**config.mk**
```make
export PLATFORM = sky130hd
export DESIGN_NAME = writeback_top
export DESIGN_NICKNAME = d
export VERILOG_FILES = /design/src/rtl/utils_top.sv /design/src/rtl/writeback_load_align.sv /design/src/rtl/writeback_top.sv
export SDC_FILE = /design/constraint.sdc
export NUM_CORES = 1
export LEC_CHECK = 0
export ABC_CLOCK_PERIOD_IN_PS = 4400
export CAP_MARGIN = 20
export CORE_MARGIN = 2
export CORE_UTILIZATION = 40
export CTS_BUF_LIST = sky130_fd_sc_hd__clkbuf_4 sky130_fd_sc_hd__clkbuf_8 sky130_fd_sc_hd__clkbuf_16
export CTS_CLUSTER_SIZE = 14
export DETAILED_ROUTE_END_ITERATION = 10
export PLACE_DENSITY = 0.73
export SYNTH_ARGS = -nofsm -noshare
export SYNTH_HDL_FRONTEND = slang
export SYNTH_SLANG_ARGS = --single-unit
```
**constraint.sdc**
```tcl
create_clock -name clk -period 4.4 [get_ports clk]
set_input_delay 0.88 -clock clk [delete_from_list [all_inputs] [get_ports clk]]
set_output_delay 0.88 -clock clk [all_outputs]
set_load 0.05 [all_outputs]
```
**src/rtl/utils_top.sv**
```systemverilog
// Shared writeback-stage definitions: opcodes, load funct3 codes, exception bits
// and the stage-register record.
package utils_top;

  localparam logic [6:0] OP_LOAD   = 7'b0000011;
  localparam logic [6:0] OP_STORE  = 7'b0100011;
  localparam logic [6:0] OP_BRANCH = 7'b1100011;

  localparam logic [2:0] F3_LB  = 3'b000;
  localparam logic [2:0] F3_LH  = 3'b001;
  localparam logic [2:0] F3_LW  = 3'b010;
  localparam logic [2:0] F3_LBU = 3'b100;
  localparam logic [2:0] F3_LHU = 3'b101;

  // Bit positions inside the 2-bit {oob, mis} exception vector
  typedef enum logic {
    EXC_MIS = 1'b0,
    EXC_OOB = 1'b1
  } exc_cause_t;

  localparam logic [31:0] NOP_INST = 32'h0000_0013;

  typedef struct packed {
    logic        vld;
    logic [31:0] pc;
    logic [31:0] inst;
    logic [31:0] dat;
    logic [1:0]  lsb;
    logic [1:0]  exc;
  } wb_stage_t;

endpackage

```
**src/rtl/writeback_load_align.sv**
```systemverilog
// Combinational load-data alignment: picks the addressed byte/half of the raw
// memory word and sign- or zero-extends it.
module wb_load_align
  import utils_top::*;
(
  input  logic [31:0] dat,
  input  logic [1:0]  lsb,
  input  logic [2:0]  funct3,
  input  logic        is_load,
  output logic [31:0] aligned
);

  logic [7:0]  byte_sel;
  logic [15:0] half_sel;

  always_comb begin
    byte_sel = dat[{lsb, 3'b000} +: 8];
    half_sel = lsb[1] ? dat[31:16] : dat[15:0];
    aligned  = dat;
    if (is_load) begin
      unique case (funct3)
        F3_LB:   aligned = {{24{byte_sel[7]}}, byte_sel};
        F3_LBU:  aligned = {24'h0, byte_sel};
        F3_LH:   aligned = {{16{half_sel[15]}}, half_sel};
        F3_LHU:  aligned = {16'h0, half_sel};
        default: aligned = dat;  // LW and reserved encodings pass the word through
      endcase
    end
  end

endmodule

```
**src/rtl/writeback_top.sv**
```systemverilog
// Writeback stage: registers the memory-access outputs, drives the register
// file / forwarding port, retires instructions and captures the first exception.
module writeback_top
  import utils_top::*;
#(
  parameter int          RETIRE_CNT_W = 64,
  parameter logic [31:0] NOP_INST     = 32'h0000_0013
) (
  input  logic                    clk,
  input  logic                    rst_n,
  input  logic                    ma_vld,
  input  logic [31:0]             ma_pc,
  input  logic [31:0]             ma_inst,
  input  logic [31:0]             ma_dat,
  input  logic [1:0]              ma_addr_lsb,
  input  logic [1:0]              ma_exc,
  input  logic                    stall,
  input  logic                    flush,
  input  logic                    exc_clr,
  output logic                    rf_we,
  output logic [4:0]              rf_dst,
  output logic [31:0]             rf_dat,
  output logic                    fwd_we,
  output logic [4:0]              fwd_dst,
  output logic [31:0]             fwd_dat,
  output logic                    retire_vld,
  output logic [31:0]             retire_pc,
  output logic [RETIRE_CNT_W-1:0] instret_cnt,
  output logic                    exc_vld,
  output logic [1:0]              exc_cause,
  output logic [31:0]             exc_pc
);

  wb_stage_t stg;
  wb_stage_t ma_req;

  logic [6:0]  opcode;
  logic [2:0]  funct3;
  logic [4:0]  rd;
  logic        is_load;
  logic [31:0] ld_dat;
  logic        adv;
  logic        commit;
  logic        exc_evt;
  logic        unused_inst;

  assign ma_req = '{vld: ma_vld, pc: ma_pc, inst: ma_inst, dat: ma_dat,
                    lsb: ma_addr_lsb, exc: ma_exc};

  // Flush beats stall so a bubble replaces even a held instruction
  always_ff @(posedge clk or negedge rst_n) begin
    if (!rst_n) begin
      stg <= '{vld: 1'b0, pc: '0, inst: NOP_INST, dat: '0, lsb: '0, exc: '0};
    end else if (flush) begin
      stg.vld  <= 1'b0;
      stg.inst <= NOP_INST;
    end else if (!stall) begin
      stg <= ma_req;
    end
  end

  assign opcode      = stg.inst[6:0];
  assign rd          = stg.inst[11:7];
  assign funct3      = stg.inst[14:12];
  assign is_load     = (opcode == OP_LOAD);
  assign unused_inst = ^stg.inst[31:15];

  wb_load_align u_align (
    .dat     (stg.dat),
    .lsb     (stg.lsb),
    .funct3  (funct3),
    .is_load (is_load),
    .aligned (ld_dat)
  );

  // An instruction leaves the stage only when not held; exceptions suppress commit
  assign adv     = stg.vld & ~stall;
  assign commit  = adv & ~|stg.exc;
  assign exc_evt = adv & |stg.exc;

  assign rf_we   = commit & (opcode != OP_STORE) & (opcode != OP_BRANCH) & (rd != 5'd0);
  assign rf_dst  = rd;
  assign rf_dat  = ld_dat;
  assign fwd_we  = rf_we;
  assign fwd_dst = rf_dst;
  assign fwd_dat = rf_dat;

  assign retire_vld = commit;
  assign retire_pc  = stg.pc;

  always_ff @(posedge clk or negedge rst_n) begin
    if (!rst_n) instret_cnt <= '0;
    else if (commit) instret_cnt <= instret_cnt + 1'b1;
  end

  // First exception wins; a clear in the same cycle as a new event lets it in
  always_ff @(posedge clk or negedge rst_n) begin
    if (!rst_n) begin
      exc_vld   <= 1'b0;
      exc_cause <= '0;
      exc_pc    <= '0;
    end else if (exc_evt && (!exc_vld || exc_clr)) begin
      exc_vld   <= 1'b1;
      exc_cause <= stg.exc;
      exc_pc    <= stg.pc;
    end else if (exc_clr) begin
      exc_vld   <= 1'b0;
    end
  end

endmodule

```
==> impl_results.md <==
* Core area at 21700 um2
* Count of pins over their slew limit at 0
* Final GP Congestion at between 0.8 and 0.9
* Setup Crit Path Kind: flip-flop to output pin
* Setup crit end kind: output pin
* Power density cells at roughly 480 nW/um2
* Clock transition at path regs at ~0.070 ns
* H-tree Lvls at 4
* Hold depth at 1
* Post-Place Cells at about 1200
* P&R area growth vs syn at 43.6%
* Initial DRC Count at between 200 and 300
* Setup Skew at 0.0159 ns
* Placement row count at 54
* Net count after synthesis at 870
* Mapped Avg Cell Area at between 10 and 15 um2
* Reg2Reg Depth at 5
* Port Buffers at 296
* DPL Wire Length at 17000 um
* Gate Count Post-Synth at about 760
* Worst Hold Path EP: instret_cnt[63]$_DFFE_PN0P_
* Library cells used by synthesis at 50
* Max Freq at about 240 MHz
* First-pass GRT wire length at around 37000 um
* Layout cells sized above 1 at 0.216
* Clk_lat worst skew at ~0.43 ns
* Yosys warning count at 0
* Hold buffer count at cts at 0
* Fin worst setup slack at approximately 0.15 ns
* Routed WL at roughly 23000 um
* Largest net degree at the start of global routing at 107
* Startpoint types: flip-flop
* Final Non-Filler Cells at ~1300
* CTS Sinks at 183
* VDD IR max at ~0.00033 V
* Area after DPL at between 10000 and 15000 um2
* Rel. slew slack at 0.367
* Root buf cell: clkbuf_16
* Wire per inst at approximately 18 um
* CP Data Arrival Time at around 3.4 ns
* RSZ-0062 raised after global routing: no
* Vias at between 6000 and 7000
* GRT Total Usage at 0.202
* Hold crit path type: flip-flop to flip-flop
* Vias in the first global route at 6613
* Post-synthesis cell area at around 8800 um2
* Initial antenna violation count at 2
* Top post-synthesis cells by area: dfrtp_1 51%, mux2_2 12%, buf_4 6.5%
* Tcrit/Tclk final at 0.966
* Reg2Reg Launch Point: stg[1]$_DFFE_PN0P_
* Gr ovfl total at 0
* Initial core utilization at 0.406
* Flops & latches, synth at 183
* Antenna-violating nets left at 0
* Number of synthesized flops with an enable pin at 0
* Top cells by count, synth: 180 x dfrtp_1, 94 x mux2_2, 76 x buf_4, 48 x nor2_1, 41 x nand2_1
* TritonCTS Buffers at 17
* TritonCTS clock tree: yes
* Clk buf depth at 2
* Pre-CTS setup slack at approximately 0.52 ns
* Synth top area share at 0.512
* Die X at 152 um
* Final Hold Vio Count at 0
* Die Area at between 20000 and 25000 um2
* Ports at roughly 310
* Crit-path most repeated cell: or4_1
* Layout Nets at between 1000 and 1500
* Crit-path leading delay family: simple AND/OR/NAND/NOR gates
* Outcome: complete, no violations
* Worst-Margin Slew at 0.940 ns
* CP cell instances: nand2_1, or4_1, or4_1, buf_4, o22a_1, clkdlybuf4s50_1
* Sequential area share after synthesis at 0.521
* Asr flop ratio synth at 1.00
* Cell accounting for the most synthesized area: dfrtp_1
* Most frequent cell after synthesis: dfrtp_1
* Total of max-cap violations at 0
* Slowest stage delay, CP at ~0.70 ns
* Critical path buffers and inverters at 2
* Fin Setup TNS at 0 ns
* # DRC at 0
* Critical Path RT at around 3.5 ns
* P_leak at roughly 5.6 nW
* DRT Pass-1 Iters at 5
* Fin crit period at about 4.3 ns
* Crit-path max FO at 13
* Worst Hold Launch: instret_cnt[63]$_DFFE_PN0P_
* Reg2Reg Setup Slack at 1.55 ns
* Reg2reg end: instret_cnt[63]$_DFFE_PN0P_
* Setup violations, final at 0
* DIE HEIGHT at around 150 um
* Primary FF master, synth: dfrtp_1
* Slowest stage cell, crit path: clkdlybuf4s50_1
* DR vias/cell at around 5.1
* Cell area after layout at between 10000 and 15000 um2
[worst register-to-register path, cell delays in order (launching register included)]
cell and delay [ns]:
dfrtp_1 0.44, or4b_1 0.73, nor4_4 0.55, nand4_2 0.49
nor4_1 0.40, xor2_1 0.17
[through the flow]
stage               hold WS [ns]   util  power [W]
finish                     0.489  0.582    0.00607
floorplan                  0.474      -    0.00370
global route               0.496  0.582    0.00631
detailed placement         0.467  0.554    0.00460
CTS                        0.487  0.582    0.00614
global placement           0.466  0.554    0.00457
[power breakdown]
group          switching, W  internal [W]
registers          0.000169       0.00193
logic               0.00150      0.000960
clock network      0.000707      0.000806
total               0.00238       0.00369
[logic make-up (layout without fill, tap and decap cells)]
kind of cell,after synthesis,count (layout),synth area share
flops,183,183,0.521
other cells,0,2,0
simple gates,195,195,0.121
xor+xnor,63,63,0.0627
buf+inv,125,361,0.0869
fa+ha+maj,1,1,0.00142
compound gates,83,83,0.0637
mux,113,113,0.143
[repair_timing]
item | 4_1_cts | 5_1_grt
gates resized for setup | 0 | 3
endpoints found under the setup margin | 0 | 16
buffers inserted | 0 | 0
[layout by cell type (no fill, tap or decap), drive strengths merged, types with 4 or more instances in the layout]
| cell | count |
|---|---|
| nor3 | 18 |
| inv | 26 |
| mux2i | 18 |
| dfrtp | 180 |
| nand2 | 41 |
| clkdlybuf4s50 | 235 |
| xnor2 | 26 |
| a21oi | 15 |
| a211oi | 4 |
| o22a | 11 |
| nor2 | 48 |
| nand3 | 26 |
| o21ai | 20 |
| nor4 | 19 |
| mux2 | 94 |
| nand4 | 18 |
| xor2 | 37 |
| buf | 71 |
| nor3b | 4 |
| nor2b | 7 |
| clkbuf | 18 |
| clkinv | 7 |
| a21o | 16 |
[flip-flops by register name (all words and copies together), names as in the netlist]
| register | cells |
|---|---|
| exc_cause | 2 |
| exc_pc | 32 |
| exc_vld | 1 |
| funct3 | 3 |
| fwd_dst | 5 |
| instret_cnt | 64 |
| opcode | 7 |
| retire_pc | 32 |
| stg | 37 |
[cell type report]
cell class / count / area, um2
inverter: 21 / 78.8
multi-input combinational: 455 / 3470
sequential: 183 / 4580
tap: 280 / 350
clock inverter: 14 / 165
fill: 1798 / 9060
timing repair buffer: 309 / 3550
antenna: 2 / 5.00
clock buffer: 17 / 425
[layer usage]
metal	vias to the layer above	global-route usage	part of all wire
met5	-	0	0
li1	3043	-	-
met1	3233	0.267	0.43
met4	0	0.0676	0.021
met3	27	0.0518	0.065
met2	250	0.326	0.49
[how the worst max path moves through the flow]
stage               cells after the start         end                   from
finish                                  6  fwd_dat[6]  opcode[1]$_DFFE_PN1P_
global route                            6  fwd_dat[1]  opcode[1]$_DFFE_PN1P_
CTS                                     7  rf_dat[14]  opcode[1]$_DFFE_PN1P_
detailed placement                      5   rf_dat[4]  opcode[1]$_DFFE_PN1P_
global placement                        5  fwd_dat[4]  opcode[1]$_DFFE_PN1P_
floorplan                               7   rf_dat[4]  opcode[1]$_DFFE_PN1P_
No activity file was read; power rests on OpenSTA's default activity.
